$ cat src/rtl/iterator_loop_sequencer.sv
// iterator_loop_sequencer
//   Single-level loop sequencer placed in front of the iterator address
//   generator. The first pass of a loop body is forwarded straight through
//   while being captured. The remaining iterations are replayed from the
//   internal buffer. in_loop tells the address generator to write back
//   base+stride. After the last body instruction, a short drain window lets
//   those write-backs settle before new work is accepted.
//
//   Ports
//     clk, reset                  clock, synchronous active-high reset
//     cfg_valid/num_iter/num_inst loop configuration (accepted only in IDLE)
//     cfg_err                     1-cycle pulse when a config is rejected
//     inst_in_*                   upstream instruction stream (valid/ready)
//     inst_out_*                  downstream instruction stream (valid/ready)
//     in_loop                     high while body instructions are issued
//     busy                        high outside IDLE
//     iter_count                  iterations completed in the current loop
//     loop_done                   1-cycle pulse when loop and drain complete
//
//   state  | meaning
//   IDLE   | pass-through; waiting for a loop config
//   FILL   | pass-through of the first body pass while capturing it
//   REPLAY | issuing the stored body; upstream held off
//   DRAIN  | quiet window for in-flight iterator write-backs
module iterator_loop_sequencer #(
    parameter int INST_WIDTH   = 32,
    parameter int BODY_DEPTH   = 16,
    parameter int ITER_BITS    = 16,
    parameter int DRAIN_CYCLES = 3
) (
    input  logic                          clk,
    input  logic                          reset,
    input  logic                          cfg_valid,
    input  logic [ITER_BITS-1:0]          cfg_num_iter,
    input  logic [$clog2(BODY_DEPTH):0]   cfg_num_inst,
    output logic                          cfg_err,
    input  logic                          inst_in_valid,
    output logic                          inst_in_ready,
    input  logic [INST_WIDTH-1:0]         inst_in,
    output logic                          inst_out_valid,
    input  logic                          inst_out_ready,
    output logic [INST_WIDTH-1:0]         inst_out,
    output logic                          in_loop,
    output logic                          busy,
    output logic [ITER_BITS-1:0]          iter_count,
    output logic                          loop_done
);

    localparam int PTR_W   = $clog2(BODY_DEPTH);
    localparam int NUM_W   = PTR_W + 1;
    localparam int DRAIN_W = (DRAIN_CYCLES < 1) ? 1 : $clog2(DRAIN_CYCLES + 1);

    typedef enum logic [1:0] {
        ST_IDLE,
        ST_FILL,
        ST_REPLAY,
        ST_DRAIN
    } state_t;

    state_t                 state;
    state_t                 state_nxt;
    logic [ITER_BITS-1:0]   num_iter_q;
    logic [NUM_W-1:0]       num_inst_q;
    logic [PTR_W-1:0]       wr_ptr;
    logic [PTR_W-1:0]       rd_ptr;
    logic [ITER_BITS-1:0]   iter_count_q;
    logic [DRAIN_W-1:0]     drain_cnt;
    logic                   cfg_err_q;
    logic                   loop_done_q;
    logic [INST_WIDTH-1:0]  body_mem [BODY_DEPTH];

    logic cfg_ok;
    logic cfg_bad;
    logic fill_wr;
    logic fill_last;
    logic rep_adv;
    logic rep_wrap;
    logic iter_last;
    logic drain_tc;
    logic body_end_wr;
    logic body_end_rd;

    // Pointers are compared against num_inst-1 with one extra bit so a full
    // BODY_DEPTH body is handled without aliasing.
    assign body_end_wr = ({1'b0, wr_ptr} == (num_inst_q - NUM_W'(1)));
    assign body_end_rd = ({1'b0, rd_ptr} == (num_inst_q - NUM_W'(1)));
    assign iter_last   = ((iter_count_q + ITER_BITS'(1)) == num_iter_q);

    always_comb begin
        state_nxt      = state;
        inst_out       = inst_in;
        inst_out_valid = inst_in_valid;
        inst_in_ready  = inst_out_ready;
        in_loop        = 1'b0;
        cfg_ok         = 1'b0;
        cfg_bad        = 1'b0;
        fill_wr        = 1'b0;
        fill_last      = 1'b0;
        rep_adv        = 1'b0;
        rep_wrap       = 1'b0;
        drain_tc       = 1'b0;

        case (state)
            ST_IDLE: begin
                if (cfg_valid) begin
                    if ((cfg_num_inst != '0) && (cfg_num_inst <= NUM_W'(BODY_DEPTH))) begin
                        cfg_ok    = 1'b1;
                        state_nxt = ST_FILL;
                    end else begin
                        cfg_bad = 1'b1;
                    end
                end
            end
            ST_FILL: begin
                in_loop = 1'b1;
                if (inst_in_valid && inst_out_ready) begin
                    fill_wr = 1'b1;
                    if (body_end_wr) begin
                        fill_last = 1'b1;
                        state_nxt = (num_iter_q == ITER_BITS'(1)) ? ST_DRAIN : ST_REPLAY;
                    end
                end
            end
            ST_REPLAY: begin
                inst_in_ready  = 1'b0;
                inst_out       = body_mem[rd_ptr];
                inst_out_valid = 1'b1;
                in_loop        = 1'b1;
                if (inst_out_ready) begin
                    rep_adv = 1'b1;
                    if (body_end_rd) begin
                        rep_wrap = 1'b1;
                        if (iter_last) begin
                            state_nxt = ST_DRAIN;
                        end
                    end
                end
            end
            ST_DRAIN: begin
                inst_in_ready  = 1'b0;
                inst_out_valid = 1'b0;
                if (drain_cnt == '0) begin
                    drain_tc  = 1'b1;
                    state_nxt = ST_IDLE;
                end
            end
            default: begin
                state_nxt = ST_IDLE;
            end
        endcase
    end

    always_ff @(posedge clk) begin
        if (reset) begin
            state        <= ST_IDLE;
            num_iter_q   <= '0;
            num_inst_q   <= '0;
            wr_ptr       <= '0;
            rd_ptr       <= '0;
            iter_count_q <= '0;
            drain_cnt    <= '0;
            cfg_err_q    <= 1'b0;
            loop_done_q  <= 1'b0;
        end else begin
            state       <= state_nxt;
            cfg_err_q   <= cfg_bad;
            loop_done_q <= drain_tc;

            // Down-counter preloaded outside DRAIN; terminal count ends the window.
            if (state != ST_DRAIN) begin
                drain_cnt <= DRAIN_W'(DRAIN_CYCLES);
            end else if (!drain_tc) begin
                drain_cnt <= drain_cnt - DRAIN_W'(1);
            end

            if (cfg_ok) begin
                num_iter_q   <= (cfg_num_iter == '0) ? ITER_BITS'(1) : cfg_num_iter;
                num_inst_q   <= cfg_num_inst;
                wr_ptr       <= '0;
                rd_ptr       <= '0;
                iter_count_q <= '0;
            end

            if (fill_wr) begin
                if (fill_last) begin
                    wr_ptr       <= '0;
                    rd_ptr       <= '0;
                    iter_count_q <= ITER_BITS'(1);
                end else begin
                    wr_ptr <= wr_ptr + PTR_W'(1);
                end
            end

            if (rep_adv) begin
                if (rep_wrap) begin
                    rd_ptr       <= '0;
                    iter_count_q <= iter_count_q + ITER_BITS'(1);
                end else begin
                    rd_ptr <= rd_ptr + PTR_W'(1);
                end
            end
        end
    end

    // Body storage carries no reset; contents are only read after a full fill.
    always_ff @(posedge clk) begin
        if (fill_wr) begin
            body_mem[wr_ptr] <= inst_in;
        end
    end

    assign cfg_err    = cfg_err_q;
    assign loop_done  = loop_done_q;
    assign iter_count = iter_count_q;
    assign busy       = (state != ST_IDLE);

endmodule

$ cat config.mk
export PLATFORM = sky130hd
export DESIGN_NAME = iterator_loop_sequencer
export DESIGN_NICKNAME = d
export VERILOG_FILES = /design/src/rtl/iterator_loop_sequencer.sv
export SDC_FILE = /design/constraint.sdc
export NUM_CORES = 1
export LEC_CHECK = 0
export BUFFER_PORTS_ARGS = -buffer_cell sky130_fd_sc_hd__buf_2
export CAP_MARGIN = 15
export CELL_PAD_IN_SITES_DETAIL_PLACEMENT = 1
export CELL_PAD_IN_SITES_GLOBAL_PLACEMENT = 2
export CORE_MARGIN = 2
export CORE_UTILIZATION = 35
export DETAILED_ROUTE_END_ITERATION = 6
export GPL_TIMING_DRIVEN = 1
export PLACE_DENSITY = 0.72
export SYNTH_ARGS = -nofsm -noshare
export SYNTH_HDL_FRONTEND = slang
export SYNTH_SLANG_ARGS = --single-unit
$ cat constraint.sdc
create_clock -name clk -period 4.88 [get_ports clk]
set_input_delay 0.244 -clock clk [delete_from_list [all_inputs] [get_ports clk]]
set_output_delay 0.244 -clock clk [all_outputs]
set_load 0.005 [all_outputs]
==> tab_implementation.tex <==
\begin{tabular}{lr}
\hline
Metric & Value \\
\hline
\multicolumn{2}{l}{\textbf{Detailed routing}} \\
\quad Number of nets still failing antenna checks after routing & 0 \\
\quad Routed via count divided by cell count & 5.33 \\
\quad First-pass iteration count of the detailed router & 4 \\
\quad Drt initial violations & around 940 \\
\quad Wire length reported by the detailed router & $\sim$56000 um \\
\quad Number of vias in the routed layout & approximately 12000 \\
\quad Mean routed wirelength per cell & between 20 and 25 um \\
\quad DRC violation count after routing & 0 \\
\multicolumn{2}{l}{\textbf{Final layout}} \\
\quad Non-filler instance count after layout & approximately 2300 \\
\quad P\&R area growth vs syn & 18.4\% \\
\quad Most common cell after layout, fill and taps aside & edfxtp\_1 \\
\quad Number of nets in the finished design & roughly 1400 \\
\quad Final core area utilization & between 40\% and 50\% \\
\quad Commonest cells after routing, fill and taps aside & edfxtp\_1, mux4\_2, buf\_2, nand2\_1, clkbuf\_16 \\
\quad Share of final-layout standard cells stronger than drive strength 1 & a little under a third \\
\multicolumn{2}{l}{\textbf{STA}} \\
\quad RSZ-0062 raised after global routing & no \\
\quad Final sum of negative setup slack & 0 ns \\
\quad Period Utilization, post-route & approximately 74\% \\
\quad \# setup viols final & 0 \\
\quad Final Critical Period & 3.62 ns \\
\quad Hold slack & around 0.030 ns \\
\quad Max transition margin & a little over a quarter \\
\quad Maximum frequency from static timing analysis & 0.276 GHz \\
\quad Count of pins over their slew limit & 0 \\
\quad Slew at the pin closest to its max-slew limit & between 1 and 1.5 ns \\
\quad Hold violation count in the final report & 0 \\
\quad Clock Skews & $\sim$0.039 ns \\
\multicolumn{2}{l}{\textbf{Worst setup path}} \\
\quad CP max-delay cell & dfxtp\_4 \\
\quad Endpoint required time on the critical path & 4.64 ns \\
\quad Buf/Inv on CP & 2 \\
\quad Critical Path Max Stage Delay & 0.78 ns \\
\quad Arrival time of data at the critical path endpoint & around 3.4 ns \\
\quad Critical path peak fanout & 33 \\
\quad Crit-path cells & buf\_4 -> mux4\_2 -> mux4\_2 -> mux2\_2 -> buf\_2 \\
\quad Kind of start point of the critical path & flip-flop \\
\quad Cell family with the largest share of critical-path delay & multiplexers \\
\quad Critical Path End Type & primary output \\
\quad Worst path most repeated cell & mux4\_2 \\
\quad Classification of the worst setup path & reg2out \\
\multicolumn{2}{l}{\textbf{Power}} \\
\quad Fraction of power consumed by the clock network & approximately 40\% \\
\quad Register share of total power & between 40 and 50\% \\
\quad Static leakage power & roughly 0.0084 uW \\
\quad Internal power consumption & between 8000 and 9000 uW \\
\quad IR drop worst, VDD & 0.307 mV \\
\quad Pwr Density & 401 nW/um2 \\
\quad Net load switching power & 2480 uW \\
\quad Switching power as a share of total power & between 20\% and 30\% \\
\quad Combinational share of power & a little under a tenth \\
\multicolumn{2}{l}{\textbf{Logic synthesis}} \\
\quad Mapped Cells & between 1000 and 1500 \\
\quad Number of nets produced by synthesis & about 1300 \\
\quad Part of the Yosys area used for sequential elements & between 70\% and 80\% \\
\quad Post-synthesis register bit count & around 560 \\
\quad Number of enable-type register cells in the synthesized netlist & 512 \\
\quad Post-synthesis async set-or-reset flop share & 0\% \\
\quad Syn Area/Cell & $\sim$19 um2 \\
\quad Synth Cell Area & approximately 23000 um2 \\
\quad Most instantiated flip-flop cell in the synthesis netlist & edfxtp\_1 \\
\quad Number of warnings printed during yosys synthesis & 0 \\
\quad Yosys cell types & 59 \\
\multicolumn{2}{l}{\textbf{Clock tree}} \\
\quad Root buffer selected by CTS & clkbuf\_16 \\
\quad TritonCTS clock tree & done \\
\quad Clock net sink count & around 560 \\
\quad Max H-tree Level & 2 \\
\quad Buffer levels on the longest clock path & 3 \\
\quad Clk Latency, worst-skew pair & roughly 0.64 ns \\
\quad Worst-path clk slew & about 0.060 ns \\
\quad Cts bufs inserted & between 50 and 60 \\
\multicolumn{2}{l}{\textbf{Outcome}} \\
\quad Outcome & complete, no violations \\
\multicolumn{2}{l}{\textbf{Floorplan}} \\
\quad X dimension of the die & $\sim$260 um \\
\quad Number of primary I/O pins & about 110 \\
\quad Starting Density & a little over a third \\
\quad Vertical die dimension & between 200 and 300 um \\
\quad Die ar. & between 60000 and 70000 um2 \\
\quad Core Area & 64600 um2 \\
\quad Number of placement rows & just over 90 \\
\multicolumn{2}{l}{\textbf{Global route}} \\
\quad Remaining global-route overflow & 0 \\
\quad Number of global-route vias before repair & 12873 \\
\quad Total global-route track usage & approximately 17\% \\
\quad Number of antenna violations at the first check in global routing & 1 \\
\quad First-pass GRT wire length & $\sim$84000 um \\
\quad Pin count of the biggest net entering global routing & 81 \\
\multicolumn{2}{l}{\textbf{Placement}} \\
\quad Number of buffers added on ports & 111 \\
\quad Number of placed instances with taps included & roughly 2100 \\
\quad Final HPWL from detailed placement & about 31000 um \\
\quad Weighted congestion reported at the end of routability-driven placement & 0.780 \\
\multicolumn{2}{l}{\textbf{Hold path}} \\
\quad Worst Hold Class & in2reg \\
\multicolumn{2}{l}{\textbf{Run}} \\
\quad Maximum capacitance violations & 0 \\
\hline
\end{tabular}
cells in the mapped netlist (6+ instances only):
| library cell | n | share of area (%) |
|---|---|---|
| xor2_1 | 14 | 0.54 |
| a211oi_1 | 6 | 0.20 |
| mux2_2 | 34 | 1.7 |
| ha_1 | 12 | 0.66 |
| dfxtp_1 | 51 | 4.5 |
| buf_1 | 10 | 0.16 |
| o21ai_0 | 8 | 0.18 |
| xnor2_1 | 13 | 0.50 |
| edfxtp_1 | 512 | 67 |
| clkbuf_1 | 47 | 0.77 |
| nor2_1 | 47 | 0.77 |
| nor4_1 | 8 | 0.22 |
| inv_1 | 15 | 0.25 |
| nand3_1 | 20 | 0.44 |
| buf_2 | 10 | 0.22 |
| a311oi_1 | 12 | 0.46 |
| nand2_1 | 70 | 1.1 |
| a21oi_1 | 42 | 0.92 |
| nand2b_1 | 7 | 0.19 |
| nor3_1 | 16 | 0.35 |
| mux4_2 | 160 | 16 |
metal layers:
layer	wire, um	global-route usage [%]
met1	24500	22.9
met2	27600	28.2
met3	2900	2.78
met4	1080	4.29
met5	0	0
cell families after synthesis:
group,Yosys count,synth area share (%)
compound gates,101,3.00
flops,563,71.7
buf+inv,85,1.53
mux,196,17.5
fa+ha+maj,12,0.657
xor+xnor,30,1.35
simple gates,200,4.24
power by group through the flow:
stage	Clock, uW	Combinational [uW]	Sequential, uW
6_report	4450	1020	5380
5_1_grt	4710	1110	5390
4_1_cts	4540	1030	5380
3_5_place_dp	0	993	5490
3_3_place_gp	0	977	5490
2_1_floorplan	0	648	5450
sequential cells by signal, summed over array words and instances (netlist names):
register / count
body_mem: 512
iter_count: 16
num_iter_q: 16
num_inst_q: 5
rd_ptr: 4
wr_ptr: 4
drain_cnt: 2
state: 2
cfg_err: 1
loop_done: 1
worst paths after layout:
path	start	endpoint	slack (ns)	depth (start not counted)
setup / recovery	rd_ptr[0]	inst_out[15]	1.26	5
hold / removal	inst_in[25]	body_mem[8][25]	0.03	1
setup reg to reg	iter_count[0]	state[1]	1.73	7
hold reg to reg	num_inst_q[1]	num_inst_q[1]	0.48	2
repair_timing:
item                      4_1_cts  5_1_grt
hold buffers                   51        0
buffers inserted                0        0
hold endpoints to repair      433        0
gates resized for setup         0        0
worst reg2reg max path: cells and delay by family, from the launching register on:
kind / cells / cell delay, ns
simple gates: 3 / 1.33
flops: 1 / 0.54
fa+ha+maj: 1 / 0.61
compound gates: 3 / 0.61
layout make-up:
type / instances / area [um2]
Fill cell: 6281 / 37500
Sequential cell: 563 / 16400
Multi-Input combinational cell: 539 / 6230
Clock buffer: 68 / 1530
Timing Repair Buffer: 195 / 1350
Tap cell: 855 / 1070
Clock inverter: 42 / 412
Inverter: 15 / 56.3
Antenna cell: 1 / 2.50
metrics by stage:
stage / setup slack, ns / power (uW) / cell area [um2]
after floorplan: 0.969 / 6100 / 22900
after global placement: 1.78 / 6460 / 24600
after detailed placement: 1.73 / 6480 / 24600
after CTS: 1.17 / 11000 / 27100
after global routing: 1.06 / 11200 / 27100
final: 1.26 / 10900 / 27100
No activity file was read; power rests on OpenSTA's default activity.
